`src/rtl/conv_pkg.sv`:
```
// Shared constants and state encoding for the convolution result
// transmitter and its helpers.
package conv_pkg;

  localparam int DATA_W   = 8;
  localparam int OUT_COLS = 6;
  localparam int OUT_ROWS = 6;

  typedef enum logic [1:0] {
    IDLE,
    ACTIVE,
    CHK,
    DONE
  } tx_state_t;

endpackage

```
`src/rtl/conv_sync_fifo.sv`:
```
// Parameterised synchronous FIFO; head is read straight from storage
// registers. Caller guarantees no write when full unless reading.
module conv_sync_fifo #(
  parameter int W     = 8,
  parameter int DEPTH = 4
) (
  input  logic                     clk,
  input  logic                     rst_n,
  input  logic                     wr_en,
  input  logic [W-1:0]             wr_data,
  input  logic                     rd_en,
  output logic [W-1:0]             rd_data,
  output logic [$clog2(DEPTH):0]   count,
  output logic                     full,
  output logic                     empty
);

  localparam int AW = $clog2(DEPTH);
  localparam int CW = AW + 1;

  logic [W-1:0]  mem [DEPTH];
  logic [AW-1:0] wr_ptr;
  logic [AW-1:0] rd_ptr;

  assign rd_data = mem[rd_ptr];
  assign full    = (count == CW'(DEPTH));
  assign empty   = (count == '0);

  // Storage, power-of-two pointers wrap naturally, occupancy count.
  always_ff @(posedge clk or negedge rst_n) begin
    if (!rst_n) begin
      for (int i = 0; i < DEPTH; i++) mem[i] <= '0;
      wr_ptr <= '0;
      rd_ptr <= '0;
      count  <= '0;
    end else begin
      if (wr_en) begin
        mem[wr_ptr] <= wr_data;
        wr_ptr      <= wr_ptr + 1'b1;
      end
      if (rd_en) rd_ptr <= rd_ptr + 1'b1;
      unique case (1'b1)
        (wr_en && !rd_en): count <= count + 1'b1;
        (rd_en && !wr_en): count <= count - 1'b1;
        default:           count <= count;
      endcase
    end
  end

endmodule

```
`src/rtl/conv_result_tx.sv`:
```
// Result transmitter: FIFO plus framing FSM with sof/eol/eof markers.
// Optional trailing XOR checksum byte under CONV_TX_CHECKSUM_EN.
module conv_result_tx
  import conv_pkg::*;
#(
  parameter int DATA_W     = conv_pkg::DATA_W,
  parameter int FIFO_DEPTH = 4,
  parameter int OUT_COLS   = conv_pkg::OUT_COLS,
  parameter int OUT_ROWS   = conv_pkg::OUT_ROWS
) (
  input  logic              clk,
  input  logic              rst_n,
  input  logic              ena,
  input  logic [DATA_W-1:0] conv_data,
  input  logic              conv_valid,
  input  logic              tx_ready,
  output logic [DATA_W-1:0] tx_data,
  output logic              tx_valid,
  output logic              tx_sof,
  output logic              tx_eol,
  output logic              tx_eof,
  output logic              overflow,
  output logic              frame_done
);

  localparam int COL_W = $clog2(OUT_COLS + 1);
  localparam int ROW_W = $clog2(OUT_ROWS + 1);
  localparam logic [COL_W-1:0] COL_LAST = COL_W'(OUT_COLS - 1);
  localparam logic [ROW_W-1:0] ROW_LAST = ROW_W'(OUT_ROWS - 1);

  tx_state_t state;
  logic [COL_W-1:0] col;
  logic [ROW_W-1:0] row;

  logic [DATA_W-1:0] head;
  logic [$clog2(FIFO_DEPTH):0] fifo_count;
  logic full;
  logic empty;

  logic is_chk;
  logic xfer;
  logic rd;
  logic wr;
  logic at_eol;
  logic at_eof;
  logic tag_ok;

  assign xfer = ena && tx_valid && tx_ready;
  assign rd   = xfer && !is_chk && !empty;
  assign wr   = ena && conv_valid && (!full || rd);

  conv_sync_fifo #(
    .W     (DATA_W),
    .DEPTH (FIFO_DEPTH)
  ) u_fifo (
    .clk     (clk),
    .rst_n   (rst_n),
    .wr_en   (wr),
    .wr_data (conv_data),
    .rd_en   (rd),
    .rd_data (head),
    .count   (fifo_count),
    .full    (full),
    .empty   (empty)
  );

`ifdef CONV_TX_CHECKSUM_EN
  logic [DATA_W-1:0] csum;

  assign is_chk  = (state == CHK);
  assign tx_data = is_chk ? csum :
                   (tx_valid ? head : '0);

  // Running XOR over the frame; cleared once the checksum byte leaves.
  always_ff @(posedge clk or negedge rst_n) begin
    if (!rst_n) begin
      csum <= '0;
    end else if (ena) begin
      if (is_chk && xfer) csum <= '0;
      else if (rd)        csum <= csum ^ head;
    end
  end
`else
  assign is_chk  = 1'b0;
  assign tx_data = tx_valid ? head : '0;
`endif

  assign tx_valid   = is_chk || (fifo_count != '0);
  assign at_eol     = (col == COL_LAST);
  assign at_eof     = at_eol && (row == ROW_LAST);
  assign tag_ok     = tx_valid && !is_chk;
  assign tx_sof     = tag_ok && (col == '0) && (row == '0);
  assign tx_eol     = tag_ok && at_eol;
  assign tx_eof     = tag_ok && at_eof;
  assign frame_done = (state == DONE);

  // Framing FSM and column/row position of the head byte.
  always_ff @(posedge clk or negedge rst_n) begin
    if (!rst_n) begin
      state <= IDLE;
      col   <= '0;
      row   <= '0;
    end else if (ena) begin
      case (state)
        CHK: begin
          if (xfer) state <= DONE;
        end
        default: begin
          if (rd) begin
            if (at_eof) begin
              col <= '0;
              row <= '0;
`ifdef CONV_TX_CHECKSUM_EN
              state <= CHK;
`else
              state <= DONE;
`endif
            end else begin
              state <= ACTIVE;
              if (at_eol) begin
                col <= '0;
                row <= row + 1'b1;
              end else begin
                col <= col + 1'b1;
              end
            end
          end else if (state == DONE) begin
            state <= IDLE;
          end
        end
      endcase
    end
  end

  // Sticky drop indicator.
  always_ff @(posedge clk or negedge rst_n) begin
    if (!rst_n) begin
      overflow <= 1'b0;
    end else if (ena && conv_valid && full && !rd) begin
      overflow <= 1'b1;
    end
  end

endmodule

```
`config.mk`:
```
export PLATFORM = sky130hd
export DESIGN_NAME = conv_result_tx
export DESIGN_NICKNAME = d
export VERILOG_FILES = /design/src/rtl/conv_pkg.sv /design/src/rtl/conv_sync_fifo.sv /design/src/rtl/conv_result_tx.sv
export SDC_FILE = /design/constraint.sdc
export NUM_CORES = 1
export LEC_CHECK = 0
export ABC_AREA = 1
export CORE_ASPECT_RATIO = 1.2
export CORE_MARGIN = 2
export CORE_UTILIZATION = 60
export CTS_BUF_LIST = sky130_fd_sc_hd__clkbuf_2
export CTS_CLUSTER_SIZE = 10
export DETAILED_ROUTE_END_ITERATION = 6
export PLACE_DENSITY = 0.84
export SLEW_MARGIN = 0
export SYNTH_ARGS = -nofsm -noshare
export SYNTH_HDL_FRONTEND = slang
export SYNTH_SLANG_ARGS = --single-unit
```
`constraint.sdc`:
```
create_clock -name clk -period 3.4 [get_ports clk]
set_input_delay 1.02 -clock clk [delete_from_list [all_inputs] [get_ports clk]]
set_output_delay 1.02 -clock clk [all_outputs]
set_load 0.005 [all_outputs]
```
==> results.sh <==
export IMPL_status="completed"
export IMPL_initial_utilization=0.6298
export IMPL_ctsHoldBuffers=0
export IMPL_end_kind="output port"
export IMPL_drv_cap=0
export IMPL_dp_cells=380
export IMPL_p_leak_nw=1.452
export IMPL_ys_warn_count=0
export IMPL_dp_hpwl_um=3806
export IMPL_slowest_delay_ps=560
export IMPL_n_antenna_cell=0
export IMPL_min_period_ps=3112
export IMPL_max_freq_mhz=321.3
export IMPL_area_delta_synth_final_pct=13.71
export IMPL_clk_latency_ps=420
export IMPL_drc_errors=0
export IMPL_cts_htree_levels=2
export IMPL_rsz0062_at_grt="no"
export IMPL_ant_nets=0
export IMPL_ys_seq_area_frac=0.4839
export IMPL_syn_inst=304
export IMPL_first_pass_iters=5
export IMPL_fin_crit_sh=0.9153
export IMPL_path_cells="inv_1 -> nor2_1 -> o21ai_0 -> a21oi_1 -> clkdlybuf4s50_1"
export IMPL_initialDrtViolationCount=182
export IMPL_num_vias=2056
export IMPL_synth_top_area_share=0.4839
export IMPL_start_kind="flip-flop"
export IMPL_io_pins=27
export IMPL_powerDensity_mw_per_mm2=848.9
export IMPL_ys_ff_latch=48
export IMPL_yosysTopAreaCell="dfrtp_1"
export IMPL_hold_violations=0
export IMPL_place_ws_ps=709.7
export IMPL_track_usage=0.2540
export IMPL_report_final_slew_viol_count=0
export IMPL_setup_viol=0
export IMPL_critical_path_max_fanout=10
export IMPL_netlist_area_mm2=0.002482
export IMPL_die_area_mm2=0.004670
export IMPL_setup_slack_ps=288.1
export IMPL_fin_cells=388
export IMPL_cts_root_buffer="clkbuf_2"
export IMPL_path_clk_slew_ps=210
export IMPL_cts_buffer_depth=2
export IMPL_grt_overflow=0
export IMPL_maxSlewHeadroom=0.2993
export IMPL_synth_distinct_cells=27
export IMPL_gp_congestion=0.8812
export IMPL_grt_pass1_wl_um=9066
export IMPL_crit_arrival_ps=2090
export IMPL_cts_buffers=5
export IMPL_cts_sinks=48
export IMPL_setup_tns_ps=0
export IMPL_synthTopCellsByArea="dfrtp_1 48%, nand2_1 17%, nor2_1 6.4%"
export IMPL_wl_per_cell_um=13.77
export IMPL_drive_gt1_frac=0.08683
export IMPL_viasPerCell=5.299
export IMPL_hold_path_class="flip-flop to flip-flop"
export IMPL_worst_pin_slew_ps=1051
export IMPL_grt_pass1_vias=1962
export IMPL_die_w_um=62.72
export IMPL_finClkSkew_ps=16.04
export IMPL_totalWireLength_um=5342
export IMPL_die_h_um=74.46
export IMPL_grt_max_degree=49
export IMPL_coreArea_mm2=0.003941
export IMPL_port_buffer_count=26
export IMPL_critical_path_class="flip-flop to output port"
export IMPL_antenna_found_initial=0
export IMPL_required_ps=2380
export IMPL_layout_nets=354
export IMPL_synth_net_count=325
export IMPL_syn_area_per_cell_um2=8.166
export IMPL_crit_path_top_delay_cell="dfrtp_1"
export IMPL_fp_row_count=25
export IMPL_vdd_drop_max_mv=0.4174
export IMPL_cts_tree="built"
## sequential cells by signal (all words and copies together) (netlist names)
register	count
u_fifo.mem	32
col	3
row	3
u_fifo.count	3
state	2
u_fifo.rd_ptr	2
u_fifo.wr_ptr	2
overflow	1
## area by class of cell
| cell class | count | area (um2) |
|---|---|---|
| timing repair buffer | 26 | 255.2 |
| inverter | 27 | 128.9 |
| sequential | 48 | 1202 |
| multi-input combinational | 225 | 1130 |
| clock buffer | 7 | 35.03 |
| tap | 54 | 67.56 |
| clock inverter | 1 | 3.754 |
| fill | 331 | 1119 |
## final timing paths
check	end	slack, ps	cells past startpoint	start
max	tx_data[4]	290	5	u_fifo.rd_ptr[1]$_DFFE_PN0P_
min	overflow$_DFFE_PN0P_	510	1	overflow$_DFFE_PN0P_
max reg2reg	u_fifo.count[2]$_DFFE_PN0P_	1870	8	u_fifo.count[2]$_DFFE_PN0P_
min reg2reg	overflow$_DFFE_PN0P_	510	1	overflow$_DFFE_PN0P_
max in group asynchronous	u_fifo.rd_ptr[0]$_DFFE_PN0P_	1940	1	rst_n
min in group asynchronous	u_fifo.mem[28]$_DFFE_PN0P_	740	1	rst_n
## worst max-delay path, delay by kind of cell (launching register included)
family,cells,cell delay [ps]
buf+inv,2,730
compound gates,2,240
simple gates,1,150
flops,1,560
## report_power, final
group | leakage [nW] | total (mW) | internal (mW) | switching (mW)
Clock | 0.0306 | 0.229 | 0.0550 | 0.174
Combinational | 0.836 | 1.11 | 0.510 | 0.600
Sequential | 0.585 | 1.06 | 0.829 | 0.228
## stage by stage
step / instance area (um2) / power, mW / hold WS [ps] / utilization
after floorplan: 2482 / 1.747 / 443.6 / -
after global placement: 2783 / 2.127 / 459.9 / 0.7060
after detailed placement: 2783 / 2.167 / 459.8 / 0.7060
after CTS: 2821 / 2.397 / 513.0 / 0.7159
after global routing: 2823 / 2.603 / 527.6 / 0.7162
final: 2823 / 2.396 / 508.7 / 0.7162
## synth_stat cells (all sizes together)
cell and n:
inv 25, fa 1, ha 7, nor2 44, nand3 7, o31ai 1, o21ai 23, clkbuf 1
a21oi 11, o21bai 1, dfrtp 48, buf 3, nand4 3, nand2 123, clkinv 2, xor2 4
## layout by cell type, fill, tap and decap left out
cell type,count
a21oi_1,11
buf_2,1
clkbuf_2,7
clkdlybuf4s50_1,25
clkinv_1,3
dfrtp_1,47
dfrtp_2,1
fa_1,1
ha_1,7
inv_1,17
inv_2,3
inv_6,4
inv_8,1
nand2_1,114
nand2_2,2
nand2_4,3
nand2_8,4
nand3_1,6
nand3_2,1
nand4_1,3
nor2_1,42
nor2_4,1
nor2_8,1
o21ai_0,21
o21ai_1,2
o21bai_1,1
o31ai_1,1
xor2_1,4
## cell families after synthesis
kind of cell | after synthesis | share of synthesized area
simple gates | 177 | 0.3231
compound gates | 36 | 0.07460
fa+ha+maj | 8 | 0.04335
xor+xnor | 4 | 0.01411
buf+inv | 31 | 0.06099
flops | 48 | 0.4839
## repair_timing
action / 4_1_cts / 5_1_grt
setup buffers: 0 / 0
endpoints found under the hold margin: 0 / 0
gates resized for setup: 0 / 1
setup endpoints to repair: 0 / 1
## metal layers
layer  GRT usage  vias up  share of wire
met3     0.05598       12          0.055
met5           0        -              0
met4      0.1012        0          0.022
met1      0.3119      981           0.42
met2      0.4444       58           0.50
li1            -     1005              -
Power figures use the tool's default switching activity.
